<file path="config.mk">
export PLATFORM = sky130hd
export DESIGN_NAME = jedro_1_alu_core
export DESIGN_NICKNAME = d
export VERILOG_FILES = /design/src/rtl/jedro_1_alu_core.sv
export SDC_FILE = /design/constraint.sdc
export NUM_CORES = 1
export LEC_CHECK = 0
export BUFFER_PORTS_ARGS = -buffer_cell sky130_fd_sc_hd__buf_4
export CORE_MARGIN = 5
export CORE_UTILIZATION = 30
export CTS_CLUSTER_SIZE = 10
export DETAILED_ROUTE_END_ITERATION = 8
export GPL_TIMING_DRIVEN = 0
export PLACE_DENSITY = 0.5
export SLEW_MARGIN = 20
export SYNTH_ARGS = -nofsm -noshare
export SYNTH_HDL_FRONTEND = slang
export SYNTH_SLANG_ARGS = --single-unit
export TNS_END_PERCENT = 1
</file>
<file path="constraint.sdc">
create_clock -name clk_i -period 3.7 [get_ports clk_i]
set_input_delay 0.37 -clock clk_i [delete_from_list [all_inputs] [get_ports clk_i]]
set_output_delay 0.37 -clock clk_i [all_outputs]
set_load 0.02 [all_outputs]
</file>
<file path="src/rtl/jedro_1_alu_core.sv">
// jedro_1_alu_core: single-cycle RV32I integer ALU with registered result,
// signed-overflow flag and writeback address/enable for regfile port C.
// Optional feature macro: JEDRO_1_ALU_ZERO_FLAG_EN (adds registered zero_o).
module jedro_1_alu_core #(
    parameter int unsigned DATA_WIDTH     = 32,
    parameter int unsigned REG_ADDR_WIDTH = 5,
    parameter int unsigned ALU_OP_WIDTH   = 4
) (
    input  logic                      clk_i,
    input  logic                      rstn_i,
    input  logic [ALU_OP_WIDTH-1:0]   alu_op_sel_i,
    input  logic [DATA_WIDTH-1:0]     opa_i,
    input  logic [DATA_WIDTH-1:0]     opb_i,
    output logic [DATA_WIDTH-1:0]     res_o,
    output logic                      overflow_o,
`ifdef JEDRO_1_ALU_ZERO_FLAG_EN
    output logic                      zero_o,
`endif
    input  logic [REG_ADDR_WIDTH-1:0] reg_alu_dest_addr_i,
    output logic [REG_ADDR_WIDTH-1:0] reg_alu_dest_addr_o,
    input  logic                      alu_reg_wb_i,
    output logic                      alu_reg_wb_o
);

    localparam int unsigned SHAMT_W = $clog2(DATA_WIDTH);
    localparam int unsigned MSB     = DATA_WIDTH - 1;

    localparam logic [ALU_OP_WIDTH-1:0] OP_ADD  = ALU_OP_WIDTH'(4'b0000);
    localparam logic [ALU_OP_WIDTH-1:0] OP_SUB  = ALU_OP_WIDTH'(4'b1000);
    localparam logic [ALU_OP_WIDTH-1:0] OP_SLL  = ALU_OP_WIDTH'(4'b0001);
    localparam logic [ALU_OP_WIDTH-1:0] OP_SLT  = ALU_OP_WIDTH'(4'b0010);
    localparam logic [ALU_OP_WIDTH-1:0] OP_SLTU = ALU_OP_WIDTH'(4'b0011);
    localparam logic [ALU_OP_WIDTH-1:0] OP_XOR  = ALU_OP_WIDTH'(4'b0100);
    localparam logic [ALU_OP_WIDTH-1:0] OP_SRL  = ALU_OP_WIDTH'(4'b0101);
    localparam logic [ALU_OP_WIDTH-1:0] OP_SRA  = ALU_OP_WIDTH'(4'b1101);
    localparam logic [ALU_OP_WIDTH-1:0] OP_OR   = ALU_OP_WIDTH'(4'b0110);
    localparam logic [ALU_OP_WIDTH-1:0] OP_AND  = ALU_OP_WIDTH'(4'b0111);

    logic [DATA_WIDTH-1:0]     res_d, res_q;
    logic                      overflow_d, overflow_q;
    logic [REG_ADDR_WIDTH-1:0] dest_d, dest_q;
    logic                      wb_d, wb_q;
    logic                      legal_c;
    logic [SHAMT_W-1:0]        shamt_c;
    logic [DATA_WIDTH-1:0]     sum_c, diff_c;
    logic                      slt_c, sltu_c;

    assign shamt_c = opb_i[SHAMT_W-1:0];
    assign sum_c   = opa_i + opb_i;
    assign diff_c  = opa_i - opb_i;
    assign slt_c   = $signed(opa_i) < $signed(opb_i);
    assign sltu_c  = opa_i < opb_i;

    // Result, overflow and writeback-enable for the op presented this cycle
    always_comb begin
        res_d      = '0;
        overflow_d = 1'b0;
        legal_c    = 1'b1;
        case (alu_op_sel_i)
            OP_ADD: begin
                res_d      = sum_c;
                overflow_d = (opa_i[MSB] == opb_i[MSB]) && (sum_c[MSB] != opa_i[MSB]);
            end
            OP_SUB: begin
                res_d      = diff_c;
                overflow_d = (opa_i[MSB] != opb_i[MSB]) && (diff_c[MSB] != opa_i[MSB]);
            end
            OP_SLL:  res_d = opa_i << shamt_c;
            OP_SLT:  res_d = {{(DATA_WIDTH-1){1'b0}}, slt_c};
            OP_SLTU: res_d = {{(DATA_WIDTH-1){1'b0}}, sltu_c};
            OP_XOR:  res_d = opa_i ^ opb_i;
            OP_SRL:  res_d = opa_i >> shamt_c;
            OP_SRA:  res_d = $unsigned($signed(opa_i) >>> shamt_c);
            OP_OR:   res_d = opa_i | opb_i;
            OP_AND:  res_d = opa_i & opb_i;
            default: legal_c = 1'b0;
        endcase
        dest_d = reg_alu_dest_addr_i;
        // x0 is never written; illegal ops never write
        wb_d   = alu_reg_wb_i && legal_c && (reg_alu_dest_addr_i != '0);
    end

    // Output pipeline register with synchronous active-high reset
    always_ff @(posedge clk_i) begin
        if (rstn_i) begin
            res_q      <= '0;
            overflow_q <= 1'b0;
            dest_q     <= '0;
            wb_q       <= 1'b0;
        end else begin
            res_q      <= res_d;
            overflow_q <= overflow_d;
            dest_q     <= dest_d;
            wb_q       <= wb_d;
        end
    end

    assign res_o               = res_q;
    assign overflow_o          = overflow_q;
    assign reg_alu_dest_addr_o = dest_q;
    assign alu_reg_wb_o        = wb_q;

`ifdef JEDRO_1_ALU_ZERO_FLAG_EN
    logic zero_d, zero_q;

    assign zero_d = (res_d == '0);

    // Zero flag registered alongside the result
    always_ff @(posedge clk_i) begin
        if (rstn_i) begin
            zero_q <= 1'b0;
        end else begin
            zero_q <= zero_d;
        end
    end

    assign zero_o = zero_q;
`endif

endmodule

</file>
* Word-level counts from Yosys, hierarchy flattened *
Cells that the tools add are included.

storage, ports and cells
  bits in registers = 39
  output and inout bits = 39
  logic and storage cells = 37

cells by class
  add/subtract/negate cells = 2
  order comparisons = 2
  equality and inequality tests = 13
  shifts and indexed selects = 3
  multiplexer cells = 3
  bitwise gates (word level) = 3
  reductions and logical operators = 7

operators with widths
  kind                  number
  $pmux W32 S10         1
  $lt A32 B32 Y1        2
  $add A32 B32 Y32      1
  $and A32 B32 Y32      1
  $or A32 B32 Y32       1
  $shl A32 B5 Y32       1
  $shr A32 B5 Y32       1
  $sshr A32 B5 Y32      1
  $sub A32 B32 Y32      1
  $xor A32 B32 Y32      1
  $eq A4 B3 Y1 const B  4
  $reduce_or A10 Y1     1
  $eq A4 B2 Y1 const B  2
  $eq A4 B4 Y1 const B  2
  $reduce_bool A5 Y1    1
  $eq A4 B1 Y1 const B  1
  $logic_and A1 B1 Y1   4
  $logic_not A4 Y1      1
  $ne A1 B1 Y1          3
  $pmux W1 S2           1
  $eq A1 B1 Y1          1
  $mux W1               1

* Depth between registers and ports, before layout *
Gate-level depths: netlist of the first run.

  depth in word-level cells = 5
  gate-level depth with buffers = 16

* Worst setup path after synthesis of the first run *
No wires, ideal clock.

  kind = input-to-reg
  start point = input port opb_i[2]
  end point = register res_q[31], in the netlist res_o[31]
  setup time = 119 ps
  arrival = 3,830 ps
  setup slack = -249 ps
  stages = 14
  path through = buf_2 -> inv_2 -> buf_2 -> buf_1 -> buf_2 -> ha_1 -> clkbuf_1 -> or4_4 -> a21boi_1 -> o21ai_1 -> a2111oi_2 -> o21ai_1 -> and4_1 -> o221a_2

between the ends
  longest elaborated chain between the ends = 2
  elaborated cells on any way between the ends = 6
  those cells by class = add/sub (2); shift (3); mux (1)

ends and longest elaborated chain
  item                                            RTL line  RTL
  start: declaration                              13        input logic [DATA_WIDTH-1:0] opb_i,
  $sub A32 B32 Y32, or another cell as far along  50        assign diff_c = opa_i - opb_i;
  $pmux W32 S10 (*)                               59        case (alu_op_sel_i)
  end signal: assignment                          91        res_q <= res_d;
  end: declaration                                39        logic [DATA_WIDTH-1:0] res_d, res_q;

Mark *: on every way between the ends. The rest lies on a longest branch, timed or not.
A chain may end at the register's enable or synchronous reset.

* Final worst setup path of the first run *
  start point = input port opb_i[3]
  end point = register res_q[8], in the netlist res_o[8]

Same word-level chain as after synthesis.

==> results of run 1 <==
[power by group through the flow]
stage                     Combinational, mW  Sequential [mW]  Clock (mW)
after global routing                   1.83            0.462       0.579
final                                  1.74            0.459       0.554
after detailed placement               1.63            0.468           0
after global placement                 1.64            0.467           0
after floorplan                       0.961            0.504           0
after CTS                              1.66            0.459       0.574
[metrics by stage]
stage / TNS (ns) / utilization (%) / cells
4_1_cts: -0.165 / 36.0 / 1975
6_report: 0 / 36.3 / 1974
5_1_grt: 0 / 36.3 / 1974
3_5_place_dp: -33.66 / 34.9 / 1966
3_3_place_gp: -36.79 / 34.8 / 1964
2_1_floorplan: 0 / - / 1402
[flip-flops by register name, indices dropped and copies added (netlist names)]
register / flops
alu_reg_wb_o: 1
overflow_o: 1
reg_alu_dest_addr_o: 5
res_o: 32
[cells by family (layout without fill, tap and decap cells)]
kind of cell	after synthesis	after routing	synth area share [%]
multiplexers	98	98	17.4
AND/OR/NAND/NOR	445	445	21.1
buffers and inverters	222	346	8.99
XOR/XNOR	7	7	0.595
flip-flops	39	39	7.57
AO/OA/AOI/OAI	490	490	31.9
adder cells (fa/ha/maj)	101	101	12.4
[synthesized netlist by cell type, types with 21 or more instances]
| cell type | number | area (µm²) |
|---|---|---|
| nor2_1 | 130 | 488 |
| nand2_1 | 118 | 443 |
| a21oi_1 | 115 | 576 |
| inv_1 | 107 | 402 |
| ha_1 | 99 | 1240 |
| o21ai_0 | 99 | 495 |
| clkbuf_1 | 67 | 251 |
| mux4_2 | 42 | 946 |
| nand3_1 | 42 | 210 |
| dfxtp_1 | 39 | 781 |
| nor3_1 | 33 | 165 |
| a31oi_1 | 28 | 175 |
| mux2i_1 | 28 | 280 |
| buf_2 | 25 | 125 |
| o31ai_1 | 25 | 188 |
| o211ai_1 | 23 | 173 |
| a211oi_1 | 21 | 158 |
[worst max-delay path by stage]
stage,from,end,depth (start not counted)
after floorplan,opb_i[3],res_o[31]$_SDFF_PP0_,13
after global placement,opb_i[3],res_o[29]$_SDFF_PP0_,15
after detailed placement,opb_i[3],res_o[29]$_SDFF_PP0_,14
after CTS,opb_i[2],res_o[26]$_SDFF_PP0_,16
after global routing,opb_i[3],res_o[23]$_SDFF_PP0_,14
final,opb_i[3],res_o[8]$_SDFF_PP0_,9
[cell type report]
cell class / count / area [µm²] / share of cell area, %
Clock buffer: 6 / 139 / 1.13
Sequential cell: 39 / 781 / 6.38
Tap cell: 448 / 561 / 4.58
Inverter: 111 / 427 / 3.49
Multi-Input combinational cell: 1141 / 8860 / 72.4
Buffer: 105 / 522 / 4.26
Timing Repair Buffer: 122 / 920 / 7.51
Clock inverter: 2 / 35.0 / 0.286
[per-layer routing]
metal  track usage [%]  vias up  share of wire (%)
li1                  -     5514                  -
met1              40.1     6240                 42
met2              47.4      781                 46
met3              3.69      118                9.1
met4              8.64        0                3.5
met5                 0        -                  0
[repair_timing]
action                     in CTS  in global routing
gates resized for setup        38                 27
setup endpoints to repair      28                 22
pin swaps                       5                  8
buffers inserted                5                  1
==> metrics.md, run 1 <==
| Metric | Value |
|---|---|
| Post-synth EDFFs | `0` |
| Fillers | `3710` |
| DRT Pass-1 Iters | `5` |
| Initial Util | `30.6%` |
| Synth Cell Area | `0.0103 mm²` |
| Final WS setup | `0.0747 ns` |
| Worst hold endpoint | `reg_alu_dest_addr_o[4]$_SDFF_PP0_` |
| Gr usage total | `29.0%` |
| Crit path time final | `3.63 ns` |
| Avg Synthesized Cell Area | `7.35 µm²` |
| Routed Antenna Nets | `0` |
| Critical path startpoint category | `primary input` |
| Arrival time worst endpoint | `3.84 ns` |
| Post-synthesis sequential area ratio | `between 7 and 8%` |
| Routed WL per cell | `around 30 µm` |
| Top Family by Delay on Critical Path | `buffers and inverters` |
| Crit. End Element | `register` |
| Most Frequent Cell on Critical Path | `clkbuf_1` |
| Hold WS | `0.280 ns` |
| Vias in the first global route | `12019` |
| Placed standard-cell area | `0.0118 mm²` |
| Power per cell area | `225 mW/mm²` |
| Total die area | `0.0382 mm²` |
| Fin crit share | `a little over nine tenths` |
| Routed vias/inst | `6.41` |
| Row cnt | `between 60 and 70` |
| Fin nets | `between 1500 and 2000` |
| Total global routing overflow | `0` |
| Area added between synthesis and finish | `18.8%` |
| Final Cell Area | `0.0122 mm²` |
| Die outline height | `195 µm` |
| Distinct cells, synth | `94` |
| Max-cap viol count | `0` |
| CTS H-tree lvls | `2` |
| Die W | `between 150 and 200 µm` |
| Final Hold Vio Count | `0` |
| GP Congestion | `roughly 1` |
| Initial antenna violation count | `0` |
| Most common cell after layout, fill and taps aside | `nor2_1` |
| Worst vdd ir | `0.169 mV` |
| Leak Pwr | `roughly 5 nW` |
| Power, Total | `~2.8 mW` |
| Status | `complete, no violations` |
| Hold Crit Start | `reg_alu_dest_addr_i[4]` |
| CTS Sinks | `39` |
| Core area | `0.0337 mm²` |
| CTS clk-pin slew, worst paths | `~0.070 ns` |
| Comb pwr share | `63.2%` |
| Boundary Pins | `between 100 and 150` |
| Iteration-0 DRC Markers | `1665` |
| Clk buf depth | `2` |
| Diode count | `0` |
| Synth Flop Type | `dfxtp_1` |
| DP Worst Slack | `-1.69 ns` |
| Final wirelength | `58300 µm` |
| CP Cell Sequence | `buf_4 -> clkbuf_1 -> clkbuf_1 -> clkbuf_1 -> buf_1 -> o21ai_0 -> o21ai_0 -> a221oi_1 -> a21oi_1` |
| Syn Nets | `between 1500 and 2000` |
| DP Wirelength | `46800 µm` |
| Data required time at the worst endpoint | `3.91 ns` |
| Worst-path fanout max | `10` |
| Yosys reg bits | `39` |
| Critical path class | `primary input to register` |
| First-pass GRT wire length | `83500 µm` |
| NetSw | `1.36 mW` |
| Port bufs | `114` |
| Relative slew slack | `25.5%` |
| Most frequent cells in the layout | `130 x nor2_1, 124 x buf_4, 117 x nand2_1` |
| Warnings, synthesis | `0` |
| Worst hold-check path type | `primary input to register` |
| Root Buffer | `clkbuf_16` |
| RSZ-0062 raised after global routing | `no` |
| Final setup fails | `0` |
| FMAX | `0.276 GHz` |
| Residual DRC | `0` |
| Critical path's slowest cell | `clkbuf_1` |
| Post-synthesis async set-or-reset flop share | `0%` |
| Clock network fraction of design power | `20.1%` |
| Pins Over Slew Limit | `0` |
| Sw frac | `49.3%` |
| Worst Tran Pin Value | `1.11 ns` |
| Internal Power | `about 1.4 mW` |
| Vias | `12653` |
| CP Buf/Inv Count | `5` |
| Ratio of cells with drive above 1 in the final layout | `18.0%` |
| Sequential share of power | `16.6%` |
| Largest stage delay, worst path | `0.61 ns` |
| WHS Path Cells | `2` |
| TritonCTS clock tree | `done` |
| # hold bufs at CTS | `0` |
| Gate Count Post-Synth | `1402` |
| Number of buffers created by CTS | `5` |
| Largest net degree at the start of global routing | `20` |
Power figures use the tool's default switching activity.
==> inputs of run 2 (changes only) <==
--- a/config.mk
+++ b/config.mk
@@ -11,6 +11,7 @@
 export CTS_CLUSTER_SIZE = 10
 export DETAILED_ROUTE_END_ITERATION = 8
 export GPL_TIMING_DRIVEN = 0
+export MAX_ROUTING_LAYER = met4
 export PLACE_DENSITY = 0.5
 export SLEW_MARGIN = 20
 export SYNTH_ARGS = -nofsm -noshare
==> run 2 against run 1 <==
- the run now ends with setup timing left
- worst setup slack lost 0.079 ns
- final area is 0.64% lower
- via count grew 0.38%
- global-route usage rose by 2.1 points
- die area unchanged
- critical path type unchanged
==> metrics.md, run 2 (synthesis results as in run 1) <==
| Metric | Value |
|---|---|
| Status | `finished, violations left` |
| Violated checks | `setup timing` |
| Total global routing overflow | `0` |
| Crit path time final | `3.70 ns` |
| Clock network fraction of design power | `~20%` |
| CTS Sinks | `39` |
| DP Worst Slack | `-1.66 ns` |
| Die W | `between 150 and 200 µm` |
| Routed Antenna Nets | `0` |
| CTS clk-pin slew, worst paths | `0.07 ns` |
| Gr usage total | `between 30% and 40%` |
| Clk buf depth | `2` |
| NetSw | `1.37 mW` |
| RSZ-0062 raised after global routing | `yes` |
| DP Cell Count | `1966` |
| Final setup fails | `1` |
| Data required time at the worst endpoint | `3.88 ns` |
| Core area | `0.0337 mm²` |
| # hold bufs at CTS | `0` |
| Crit. End Element | `register` |
| Routed vias/inst | `6.43` |
| Initial Util | `30.6%` |
| Worst hold-check path type | `primary input to register` |
| Routed WL per cell | `approximately 30 µm` |
| Relative slew slack | `21.8%` |
| Sequential share of power | `16.7%` |
| Boundary Pins | `115` |
| Final Cell Area | `~0.012 mm²` |
| Fin nets | `approximately 1700` |
| Fin cells | `1976` |
| Final WS setup | `-0.00482 ns` |
| CTS H-tree lvls | `2` |
| Internal Power | `1.38 mW` |
| Vias in the first global route | `12124` |
| Area added between synthesis and finish | `18.0%` |
| Die outline height | `195 µm` |
| Largest net degree at the start of global routing | `20` |
| Worst-path fanout max | `13` |
| Initial antenna violation count | `0` |
| TritonCTS clock tree | `done` |
| Worst Tran Pin Value | `1.17 ns` |
| Post-Route Utilization | `36.1%` |
| GP Congestion | `1.04` |
| Number of buffers created by CTS | `5` |
| Arrival time worst endpoint | `3.89 ns` |
| DP Wirelength | `48500 µm` |
| FF/Latch Area | `approximately 780 µm²` |
| Area of the multi-input gates | `0.00877 mm²` |
| CP Capture Point | `res_o[20]$_SDFF_PP0_` |
| Row cnt | `67` |
| Power, Total | `2.75 mW` |
| Placed standard-cell area | `0.0118 mm²` |
| Max FFs per register | `32` |
| FMAX | `0.270 GHz` |
| Hold WS | `around 0.27 ns` |
| Power per cell area | `226 mW/mm²` |
| Setup TNS | `-0.00482 ns` |
| Root Buffer | `clkbuf_16` |
| Final wirelength | `60100 µm` |
| Iteration-0 DRC Markers | `1628` |
| Diode count | `0` |
| Most frequent cells in the layout | `130 x nor2_1, 125 x buf_4, 118 x nand2_1` |
| Fillers | `around 3700` |
| First-pass GRT wire length | `86700 µm` |
| Port bufs | `114` |
| Crit path launch | `opb_i[2]` |
| Max-cap viol count | `0` |
| Vias | `between 10000 and 15000` |
| Fin crit share | `100%` |
| Leak Pwr | `~5 nW` |
| Sw frac | `49.9%` |
| WHS Path Cells | `2` |
| Comb pwr share | `63.4%` |
| Final Hold Vio Count | `0` |
| Pins Over Slew Limit | `0` |
| Ratio of cells with drive above 1 in the final layout | `17.7%` |
| Critical path startpoint category | `primary input` |
| DRT Pass-1 Iters | `6` |
| Residual DRC | `0` |
| Worst vdd ir | `~0.22 mV` |
| Critical path class | `primary input to register` |
| Most common cell after layout, fill and taps aside | `nor2_1` |
| Total die area | `0.0382 mm²` |
-- run 2: final cells by class --
type / instances / area share (%)
Buffer: 106 / 4.37
Clock buffer: 5 / 1.03
Timing Repair Buffer: 123 / 7.59
Tap cell: 448 / 4.61
Multi-Input combinational cell: 1141 / 72.1
Clock inverter: 3 / 0.360
Sequential cell: 39 / 6.42
Inverter: 111 / 3.51
-- run 2: power groups by stage --
stage                     Clock, mW  Sequential (mW)  Combinational (mW)
after CTS                     0.567            0.458                1.69
after global placement            0            0.467                1.66
after detailed placement          0            0.467                1.64
final                         0.547            0.458                1.74
after floorplan                   0            0.504               0.961
after global routing          0.577            0.460                1.84
-- run 2: repair_timing --
item / 4_1_cts / 5_1_grt
cloned: 0 / 0
buffers inserted: 7 / 0
endpoints found under the setup margin: 28 / 16
gates resized for setup: 40 / 10
pin swaps: 6 / 1
-- run 2: worst min path at each step --
| stage | from | endpoint | slack (ns) |
|---|---|---|---|
| 2_1_floorplan | rstn_i | reg_alu_dest_addr_o[0]$_SDFF_PP0_ | 0.44 |
| 3_3_place_gp | reg_alu_dest_addr_i[2] | reg_alu_dest_addr_o[2]$_SDFF_PP0_ | 0.59 |
| 3_5_place_dp | reg_alu_dest_addr_i[3] | reg_alu_dest_addr_o[3]$_SDFF_PP0_ | 0.60 |
| 4_1_cts | reg_alu_dest_addr_i[3] | reg_alu_dest_addr_o[3]$_SDFF_PP0_ | 0.26 |
| 5_1_grt | reg_alu_dest_addr_i[1] | reg_alu_dest_addr_o[1]$_SDFF_PP0_ | 0.29 |
| 6_report | reg_alu_dest_addr_i[3] | reg_alu_dest_addr_o[3]$_SDFF_PP0_ | 0.27 |
-- run 2: layer usage --
metal | up-vias | wire (µm) | track usage (%) | share of wire, %
li1 | 5539 | - | - | -
met1 | 6281 | 25700 | 42.3 | 43
met3 | 132 | 4830 | 3.33 | 8.0
met4 | 0 | 2350 | 10.8 | 3.9
met5 | - | 0 | - | 0
met2 | 749 | 27300 | 48.1 | 45
-- run 2: critical path, stage by stage --
cell and delay (ns):
buf_4 0.23, buf_2 0.33, buf_1 0.53, clkbuf_1 0.53, clkbuf_1 0.54, a211oi_1 0.14, o21ai_0 0.46, o21ai_0 0.33
o21ai_0 0.26, o31ai_1 0.14
